### src/rtl/apb_slave_pkg.sv
// Shared types and constants for the APB register slave.
package apb_slave_pkg;

    // Bus transfer state: waiting for a setup phase, or inside the access phase.
    typedef enum logic {
        IDLE   = 1'b0,
        ACCESS = 1'b1
    } state_e;

    localparam int ADDR_W = 8;
    localparam int DATA_W = 32;
    localparam int STRB_W = 4;

    // Fixed contents of register 0 (read-only identification word).
    localparam logic [DATA_W-1:0] ID_VALUE = 32'hA5B0_0001;

    // Merge new write data into an old word, one byte lane per strobe bit.
    function automatic logic [DATA_W-1:0] apply_strobe(
        input logic [DATA_W-1:0] old_word,
        input logic [DATA_W-1:0] new_word,
        input logic [STRB_W-1:0] strb
    );
        logic [DATA_W-1:0] merged;
        merged = old_word;
        for (int i = 0; i < STRB_W; i++) begin
            if (strb[i]) begin
                merged[8*i +: 8] = new_word[8*i +: 8];
            end
        end
        return merged;
    endfunction

endpackage

### src/rtl/apb_reg_bank.sv
// Register array: register 0 is a constant ID word, registers 1..NUM_REGS-1
// are read/write with byte-lane strobes. The read port is a combinational mux
// so data is available in the same cycle the bus completes the transfer.
module apb_reg_bank
    import apb_slave_pkg::*;
#(
    parameter int NUM_REGS = 32
) (
    input  logic              clk_i,
    input  logic              srst_i,
    input  logic              we_i,
    input  logic [5:0]        waddr_i,
    input  logic [DATA_W-1:0] wdata_i,
    input  logic [STRB_W-1:0] wstrb_i,
    input  logic [5:0]        raddr_i,
    output logic [DATA_W-1:0] rdata_o
);

    logic [DATA_W-1:0] regs_q [1:NUM_REGS-1];

    genvar gi;
    generate
        for (gi = 1; gi < NUM_REGS; gi++) begin : gen_reg
            localparam logic [5:0] REG_IDX = 6'(gi);

            // One storage word: cleared by reset, byte-merged on a matching write.
            always_ff @(posedge clk_i) begin
                if (srst_i) begin
                    regs_q[gi] <= '0;
                end else if (we_i && (waddr_i == REG_IDX)) begin
                    regs_q[gi] <= apply_strobe(regs_q[gi], wdata_i, wstrb_i);
                end
            end
        end
    endgenerate

    // Read mux: index 0 returns the ID constant, indices past the array return 0.
    always_comb begin
        rdata_o = '0;
        if (raddr_i == 6'd0) begin
            rdata_o = ID_VALUE;
        end
        for (int i = 1; i < NUM_REGS; i++) begin
            if (raddr_i == 6'(i)) begin
                rdata_o = regs_q[i];
            end
        end
    end

endmodule

### src/rtl/apb_slave.sv
// APB slave with a programmable number of wait states in front of a
// byte-strobed register bank. The top keeps the transfer FSM, the wait
// counter and the error decode; response outputs are decoded from the
// registered state and the live bus signals.
module apb_slave
    import apb_slave_pkg::*;
#(
    parameter int NUM_REGS    = 32,
    parameter int WAIT_CYCLES = 1
) (
    input  logic              PCLK,
    input  logic              PRESET,
    input  logic              PSEL,
    input  logic              PENABLE,
    input  logic              PWRITE,
    input  logic [ADDR_W-1:0] PADDR,
    input  logic [DATA_W-1:0] PWDATA,
    input  logic [STRB_W-1:0] PSTRB,
    output logic              PREADY,
    output logic [DATA_W-1:0] PRDATA,
    output logic              PSLVERR
);

    localparam logic [2:0]      WAIT_LOAD  = 3'(WAIT_CYCLES);
    localparam logic [ADDR_W:0] ADDR_LIMIT = (ADDR_W+1)'(4 * NUM_REGS);

    state_e            state_q;
    logic [2:0]        cnt_q;
    logic              ready;
    logic              addr_err;
    logic              wr_en;
    logic [DATA_W-1:0] bank_rdata;

    // Error decode: misaligned, past the last register, or a write to the ID word.
    always_comb begin
        addr_err = (PADDR[1:0] != 2'b00)
                || ({1'b0, PADDR} >= ADDR_LIMIT)
                || (PWRITE && (PADDR[ADDR_W-1:2] == '0));
    end

    // Completion is decoded live; reset masks it so an aborted access never responds.
    always_comb begin
        ready   = !PRESET && (state_q == ACCESS) && (cnt_q == 3'd0) && PSEL && PENABLE;
        wr_en   = ready && PWRITE && !addr_err;
        PREADY  = ready;
        PSLVERR = ready && addr_err;
        PRDATA  = (ready && !PWRITE && !addr_err) ? bank_rdata : '0;
    end

    // Transfer FSM and wait counter: load on setup, count down, leave on
    // completion or when the master deselects the slave mid-access.
    always_ff @(posedge PCLK) begin
        if (PRESET) begin
            state_q <= IDLE;
            cnt_q   <= 3'd0;
        end else begin
            case (state_q)
                IDLE: begin
                    if (PSEL && !PENABLE) begin
                        state_q <= ACCESS;
                        cnt_q   <= WAIT_LOAD;
                    end
                end
                ACCESS: begin
                    if (!PSEL || ready) begin
                        state_q <= IDLE;
                    end else if (cnt_q != 3'd0) begin
                        cnt_q <= cnt_q - 3'd1;
                    end
                end
            endcase
        end
    end

    apb_reg_bank #(
        .NUM_REGS (NUM_REGS)
    ) u_reg_bank (
        .clk_i   (PCLK),
        .srst_i  (PRESET),
        .we_i    (wr_en),
        .waddr_i (PADDR[ADDR_W-1:2]),
        .wdata_i (PWDATA),
        .wstrb_i (PSTRB),
        .raddr_i (PADDR[ADDR_W-1:2]),
        .rdata_o (bank_rdata)
    );

endmodule

### config.mk
export PLATFORM = sky130hd
export DESIGN_NAME = apb_slave
export DESIGN_NICKNAME = d
export VERILOG_FILES = /design/src/rtl/apb_slave_pkg.sv /design/src/rtl/apb_reg_bank.sv /design/src/rtl/apb_slave.sv
export SDC_FILE = /design/constraint.sdc
export NUM_CORES = 2
export LEC_CHECK = 0
export ABC_CLOCK_PERIOD_IN_PS = 3850
export CAP_MARGIN = 40
export CORE_MARGIN = 2
export CORE_UTILIZATION = 37
export CTS_CLUSTER_SIZE = 12
export DETAILED_ROUTE_END_ITERATION = 8
export HOLD_SLACK_MARGIN = 0.08
export MAX_ROUTING_LAYER = met4
export PLACE_DENSITY = 0.61
export SLEW_MARGIN = 20
export SYNTH_ARGS = -nofsm -noshare
export SYNTH_HDL_FRONTEND = slang
export SYNTH_SLANG_ARGS = --single-unit
### constraint.sdc
create_clock -name PCLK -period 3.85 [get_ports PCLK]
set_input_delay 0.77 -clock PCLK [delete_from_list [all_inputs] [get_ports PCLK]]
set_output_delay 0.77 -clock PCLK [all_outputs]
set_load 0.05 [all_outputs]
==> reports/results.txt <==
P_int: 18.49 mW
FP Rows: 130
CP endpoint kind: output pin
Peak Freq: 250.9 MHz
Dpl hpwl: 123000 um
Final worst slack: -0.1353 ns
Pre-CTS setup slack: -0.9951 ns
Top delay family on crit path: simple AND/OR/NAND/NOR gates
Final net count: 4534
Worst path most repeated cell: buf_6
DR pass1 iterations: 8
Post-synth cell types: 73
Final hold vios: 0
Worst-path fanout max: 7
CP peak stage delay: 0.59 ns
Final WL: 175800 um
Clock slew seen by the registers of the worst setup and hold paths: 0.06 ns
Clock Latency Late Sink: 0.73 ns
Initial Util: 37.38%
Sequential fraction of the synthesis area: 63.48%
Crit path time final: 3.985 ns
DR vias/cell: 5.783
P per Cell Area: 387.1 mW/mm^2
Leakage: 24.45 nW
Final Cycle Share: 103.5%
Hold path endpoint: state_q
Critical Path RT: 3.08 ns
CP cell instances: buf_12 -> or4b_4 -> buf_6 -> a2bb2oi_2 -> or4_4 -> a221oi_2 -> buf_4 -> o221ai_4 -> a31oi_4 -> buf_6
CTS tree: built
Cells after Synth: 3772
Reg2reg setup slack: 0.79 ns
Most frequent cells in the layout: and2_1, edfxtp_1, buf_4
Critical path type: input pin to output pin
Switch Pwr: 5.842 mW
Root buffer cell: clkbuf_16
Clk sinks: 996
WP buf/inv: 4
Flops & latches, synth: 996
Commonest non-fill, non-tap cell in the layout: and2_1
CP max-delay cell: or4b_4
Logic pwr share: 9.2%
Synth-to-layout area growth: 33.59%
Clk pwr share: 39.9%
YS warnings: 0
Slew headroom: 28.39%
Largest net degree at the start of global routing: 128
Io pins: 83
Skew final: 0.03272 ns
First-pass GRT wire length: 250100 um
Seq pwr share: 50.9%
Hold path start: PRESET
Ys async rst share: 0%
Hold WC Path Type: input pin to register
Initial DRC Count: 5310
Startpoint Class: input pin
Die H: 360.6 um
Failing checks: negative setup slack
FF-to-FF path depth: 12
Top_reg_cell synth: edfxtp_1
VDD IR-drop max: 0.0003517 V
R2R Path End: u_reg_bank.regs_q[0][283]
H-tree depth: 3
Area of the mapped netlist: 0.04705 mm^2
Share of layout cells above drive strength 1: 31.23%
RSZ-0062 raised after global routing: yes
Max cap viols: 0
Hold depth: 3
Syn Nets: 3823
Routed Antenna Nets: 0
Post-synth EDFFs: 992
TritonCTS buffer count: 107
GRT Total Usage: 27.22%
DR WL/cell: 28.33 um
Final Max Tran Viols: 0
Worst Hold Margin: 0.3812 ns
Final setup viols: 16
CTS Buffer Depth: 3
Total number of vias: 35890
Sw frac: 24.01%
RePlAce Congestion: 0.9733
RR Startpoint: cnt_q[0]
# DRC: 0
Die Width: 360.6 um
Initial antenna violation count: 6
Status: finished with violations
IO buf count: 82
Vias in the first global route: 34740
Worst-Margin Slew: 1.074 ns
CP arrival: 3.22 ns
Die area: 0.1300 mm^2
Tot Pwr: 24.33 mW
Core area: 0.1259 mm^2
Grt total ovfl: 0
Avg Cell Area, Syn: 12.47 um^2
==> metrics by stage <==
stage                     std cells  TNS (ns)  utilization, %  instance area [um^2]
after detailed placement       5963    -23.28           45.36                 57100
after global routing           6207    -1.385           49.93                 62860
after floorplan                3772   -0.4332               -                 47230
after global placement         5962    -23.69           45.35                 57100
after CTS                      6173    -1.689           49.12                 61830
final                          6207   -0.9434           49.93                 62860
==> power groups by stage <==
stage	Sequential (mW)	Clock [mW]	Combinational, mW
after global placement	12.6	0	1.97
after detailed placement	12.6	0	1.99
after floorplan	12.5	0	0.805
after global routing	12.4	10.2	2.30
final	12.4	9.71	2.23
after CTS	12.4	9.76	2.13
==> tightest hold or removal path, delay by kind of cell <==
kind,cells,cell delay (ns)
buf+inv,1,0.10
simple gates,2,0.17
==> flip-flops by register name, summed over array words and instances (netlist names) <==
| register | flops |
|---|---|
| u_reg_bank.regs_q | 992 |
| cnt_q | 3 |
| state_q | 1 |
==> synth_stat cells, types with 10 or more instances <==
cell type / count / area [um^2]
nand4_1: 12 / 75.07
o21ai_0: 146 / 730.7
mux4_2: 23 / 518.0
or3_1: 10 / 62.56
clkbuf_1: 306 / 1149
mux2i_1: 79 / 790.8
a221oi_1: 56 / 490.5
and2_1: 994 / 6218
a31oi_1: 22 / 137.6
nand3_1: 23 / 115.1
buf_1: 16 / 60.06
a21oi_1: 144 / 720.7
o31ai_1: 11 / 82.58
o211ai_1: 18 / 135.1
a222oi_1: 15 / 150.1
o221ai_1: 29 / 254.0
mux2_2: 47 / 529.3
o22ai_1: 70 / 437.9
buf_2: 52 / 260.3
a211oi_1: 17 / 127.6
nand2_1: 125 / 469.2
nor3_1: 22 / 110.1
a22oi_1: 99 / 743.2
inv_1: 11 / 41.29
a21o_1: 128 / 960.9
nor2_1: 163 / 611.8
edfxtp_1: 992 / 29790
==> kinds of logic after synthesis <==
kind of cell | Yosys count | share of synthesized area, %
simple gates | 1403 | 17.24
flops | 996 | 63.48
compound gates | 830 | 12.00
buf+inv | 392 | 3.321
mux | 149 | 3.906
fa+ha+maj | 2 | 0.05317
==> area by class of cell <==
class,instances,area (um^2)
fillers,10800,63040
flip-flops and latches,996,29870
multi-input cells,2385,17520
repair buffers,981,10170
clock buffers,143,2877
well taps,1650,2064
clock inverters,36,295.3
inverters,12,47.55
diodes,4,10.01
==> worst max path at each step <==
stage | start | to | slack (ns) | cells past startpoint
detailed placement | PADDR[4] | PRDATA[16] | -1.0 | 13
global placement | PADDR[4] | PRDATA[6] | -1.26 | 13
CTS | PADDR[7] | PRDATA[27] | -0.15 | 12
global route | PADDR[7] | PRDATA[1] | -0.17 | 10
floorplan | PADDR[4] | PRDATA[4] | -0.17 | 9
finish | PADDR[7] | PRDATA[1] | -0.14 | 10
==> metal layers <==
layer	up-vias	track usage (%)	share of wire [%]
li1	15310	-	-
met2	2222	40.40	45
met1	17980	36.96	40
met4	0	10.16	4.0
met5	-	-	0
met3	383	5.393	11
==> timing repair <==
action / 4_1_cts / 5_1_grt
resized for setup: 278 / 185
gates cloned: 3 / 1
pin swaps: 75 / 101
setup buffers: 33 / 42
hold endpoints to repair: 0 / 0
endpoints found under the setup margin: 32 / 32
hold buffers: 0 / 0
(Power assumes the default switching activity.)
==> patch (same settings) <==
Put a register stage on the output `PSLVERR`, cleared by the reset. The value now appears one clock later. The other outputs are not delayed to match.
--- a/src/rtl/apb_slave.sv
+++ b/src/rtl/apb_slave.sv
@@ -26,2 +26,4 @@
 
+    logic PSLVERR_d;
+
     state_e            state_q;
@@ -45,3 +47,3 @@
         PREADY  = ready;
-        PSLVERR = ready && addr_err;
+        PSLVERR_d = ready && addr_err;
         PRDATA  = (ready && !PWRITE && !addr_err) ? bank_rdata : '0;
@@ -87,2 +89,10 @@
 
+    always_ff @(posedge PCLK) begin
+        if (PRESET) begin
+            PSLVERR <= '0;
+        end else begin
+            PSLVERR <= PSLVERR_d;
+        end
+    end
+
 endmodule
Function: not settled (the Yosys comparison gave no result); the edit may change what the design does.
==> patch against the unedited design <==
- the flow still finishes with violations (negative setup slack)
- clock skew increased by 0.0098 ns
- wire length fell by 2.6%
- count of clock-buffer cells in the layout fell by 8
- sequential cell count up 1
- power up 1.3%
- cell area decreased by 1.2%
- global-route usage shrank 0.76 points
- synthesized area decreased by 0.29%
- critical endpoint is now PRDATA[24]
- worst setup slack better by 0.012 ns
==> patch: results (changes against the unedited design) <==
[placement]
routabilityCongestion = 0.935  ; was 0.973
pre_cts_ws_ns = -1.10  ; was -0.995 ns
dp_hpwl_microns = 117000  ; was 123000 microns
placed_area_sq_um = 55400  ; was 57100 sq um

[logic_synthesis]
syn_nets = 3783  ; was 3823
synth_edf_count = 992  ; unchanged
synth_most_common_cell = and2_1  ; unchanged
synth-main-ff-cell = edfxtp_1  ; unchanged
async_reset_ff_frac = 0  ; unchanged
ys_types = 79  ; was 73
yosysSeqAreaShare = 0.637  ; was 0.635
ys_top_cells_by_area = edfxtp_1 (63%), and2_1 (13%), clkbuf_1 (2.2%), a21o_1 (2.0%), a21oi_1 (1.6%)  ; was edfxtp_1 (63%), and2_1 (13%), clkbuf_1 (2.4%), a21o_1 (2.0%), mux2i_1 (1.7%)
ys_top_cells_by_count = and2_1 (997), edfxtp_1 (992), clkbuf_1 (270), nor2_1 (173), a21oi_1 (149)  ; was and2_1 (994), edfxtp_1 (992), clkbuf_1 (306), nor2_1 (163), o21ai_0 (146)

[timing]
setup_tns_ns = -0.897  ; was -0.943 ns
fin_skew_ns = 0.0425  ; was 0.0327 ns
worst_slew_pin_slew_ns = 0.841  ; was 1.07 ns
setup_viol = 22  ; was 16
setup_slack_ns = -0.123  ; was -0.135 ns

[global_routing]
grt_pass1_wl_microns = 243000  ; was 250000 microns
antenna_found_initial = 4  ; was 6
grt_pass1_vias = 34370  ; was 34735
grt_max_degree = 46  ; was 128
grtUsageTotal = 0.265  ; was 0.272

[drt]
avgViaCountPerCell = 5.78  ; about the same
wl_per_cell_microns = 28.1  ; was 28.3 microns
drtIter0Drc = 4917  ; was 5310

[cells_and_area]
n_fill_cell = 10694  ; was 10802
layout-drive-gt1-share = 0.310  ; was 0.312
finalNetCount = 4421  ; was 4534
reg_top3 = u_reg_bank.regs_q: 992 flops, cnt_q: 3 flops  ; was u_reg_bank.regs_q: 992 flops, cnt_q: 3 flops, state_q: 1 flops

[cts]
h-tree-depth = 3  ; unchanged
numCtsBuffers = 107  ; unchanged
clkLatencyLatePin_ns = 0.72

[power]
peakVddDrop_v = 0.000351  ; was 0.000352 V
power.leakage_nw = 24.0  ; was 24.5 nW

[floorplan]
die_area_sq_um = 130000  ; about the same

[critical_path]
critPathMaxFanout = 7  ; unchanged
r2r-start = cnt_q[1]  ; was cnt_q[0]
reg2reg_setup_slack_ns = 0.24  ; was 0.79 ns
endpoint = PRDATA[24]  ; was PRDATA[1]
worstReg2RegEnd = cnt_q[1]  ; was u_reg_bank.regs_q[0][283]
slowest_stage = a221oi_2  ; was or4b_4
critical-path-max-stage-delay_ns = 0.41  ; was 0.59 ns
crit_family = compound AO/OA/AOI/OAI gates  ; was simple AND/OR/NAND/NOR gates
r2r_cells = 28  ; was 12
crit_start = PADDR[2]  ; was PADDR[7]

[run_status]
violations = negative setup slack  ; unchanged
outcome = complete, but fails checks  ; unchanged

[patch: cells by family after synthesis]
logic type / after synthesis / share of synthesized area
adder cells (fa/ha/maj): 2 / 0.000533
flip-flops: 997 / 0.637
AND/OR/NAND/NOR: 1395 / 0.172
buffers and inverters: 384 / 0.0338
AO/OA/AOI/OAI: 808 / 0.118
multiplexers: 146 / 0.0389
[patch: per-layer routing]
metal,track usage,up-vias,wire [microns]
met5,-,-,0
met4,0.0994,0,7320
met1,0.361,17718,68900
met3,0.0426,359,17800
met2,0.398,2173,77100
li1,-,15028,-
[patch: power by group]
part | switching, W | total, W | internal [W]
sequential | 0.000139 | 0.0124 | 0.0123
combinational | 0.00129 | 0.00211 | 0.000815
clock | 0.00445 | 0.0102 | 0.00571
total | 0.00588 | 0.0247 | 0.0188
[patch: layout make-up]
class | instances | area [sq um] | share of cell area
antenna | 3 | 7.51 | 0.000121
clock buffer | 135 | 2830 | 0.0455
clock inverter | 52 | 519 | 0.00836
inverter | 11 | 50.0 | 0.000806
multi-input combinational | 2351 | 17500 | 0.282
sequential | 997 | 29900 | 0.481
tap | 1650 | 2060 | 0.0332
timing repair buffer | 902 | 9260 | 0.149
[patch: worst min-delay path by stage]
stage               startpoint       end  slack, ns  cells past startpoint
floorplan             cnt_q[1]  cnt_q[1]       0.48                      2
global placement      cnt_q[2]  cnt_q[2]       0.49                      2
detailed placement    cnt_q[0]  cnt_q[0]       0.51                      2
CTS                     PRESET   state_q       0.40                      3
global route            PRESET   state_q       0.43                      3
finish                  PRESET   state_q       0.44                      3
[patch: worst reg2reg max path, delay by kind of cell (launching register included)]
kind	cells	cell delay, ns
buf+inv	25	2.92
flops	1	0.35
compound gates	2	0.21
simple gates	1	0.11
[patch: stage by stage]
| step | hold WS, ns | std cells | power, W |
|---|---|---|---|
| detailed placement | 0.509 | 5786 | 0.0144 |
| global placement | 0.492 | 5778 | 0.0144 |
| floorplan | 0.479 | 3732 | 0.0133 |
| global route | 0.425 | 6100 | 0.0252 |
| CTS | 0.401 | 6051 | 0.0246 |
| finish | 0.436 | 6101 | 0.0247 |
[patch: timing repair]
action                     4_1_cts  5_1_grt
resized for setup              349      194
hold buffers                     0        0
cloned                           2        3
setup endpoints to repair       32       33
setup buffers                   83       62
pin swaps                      126      134
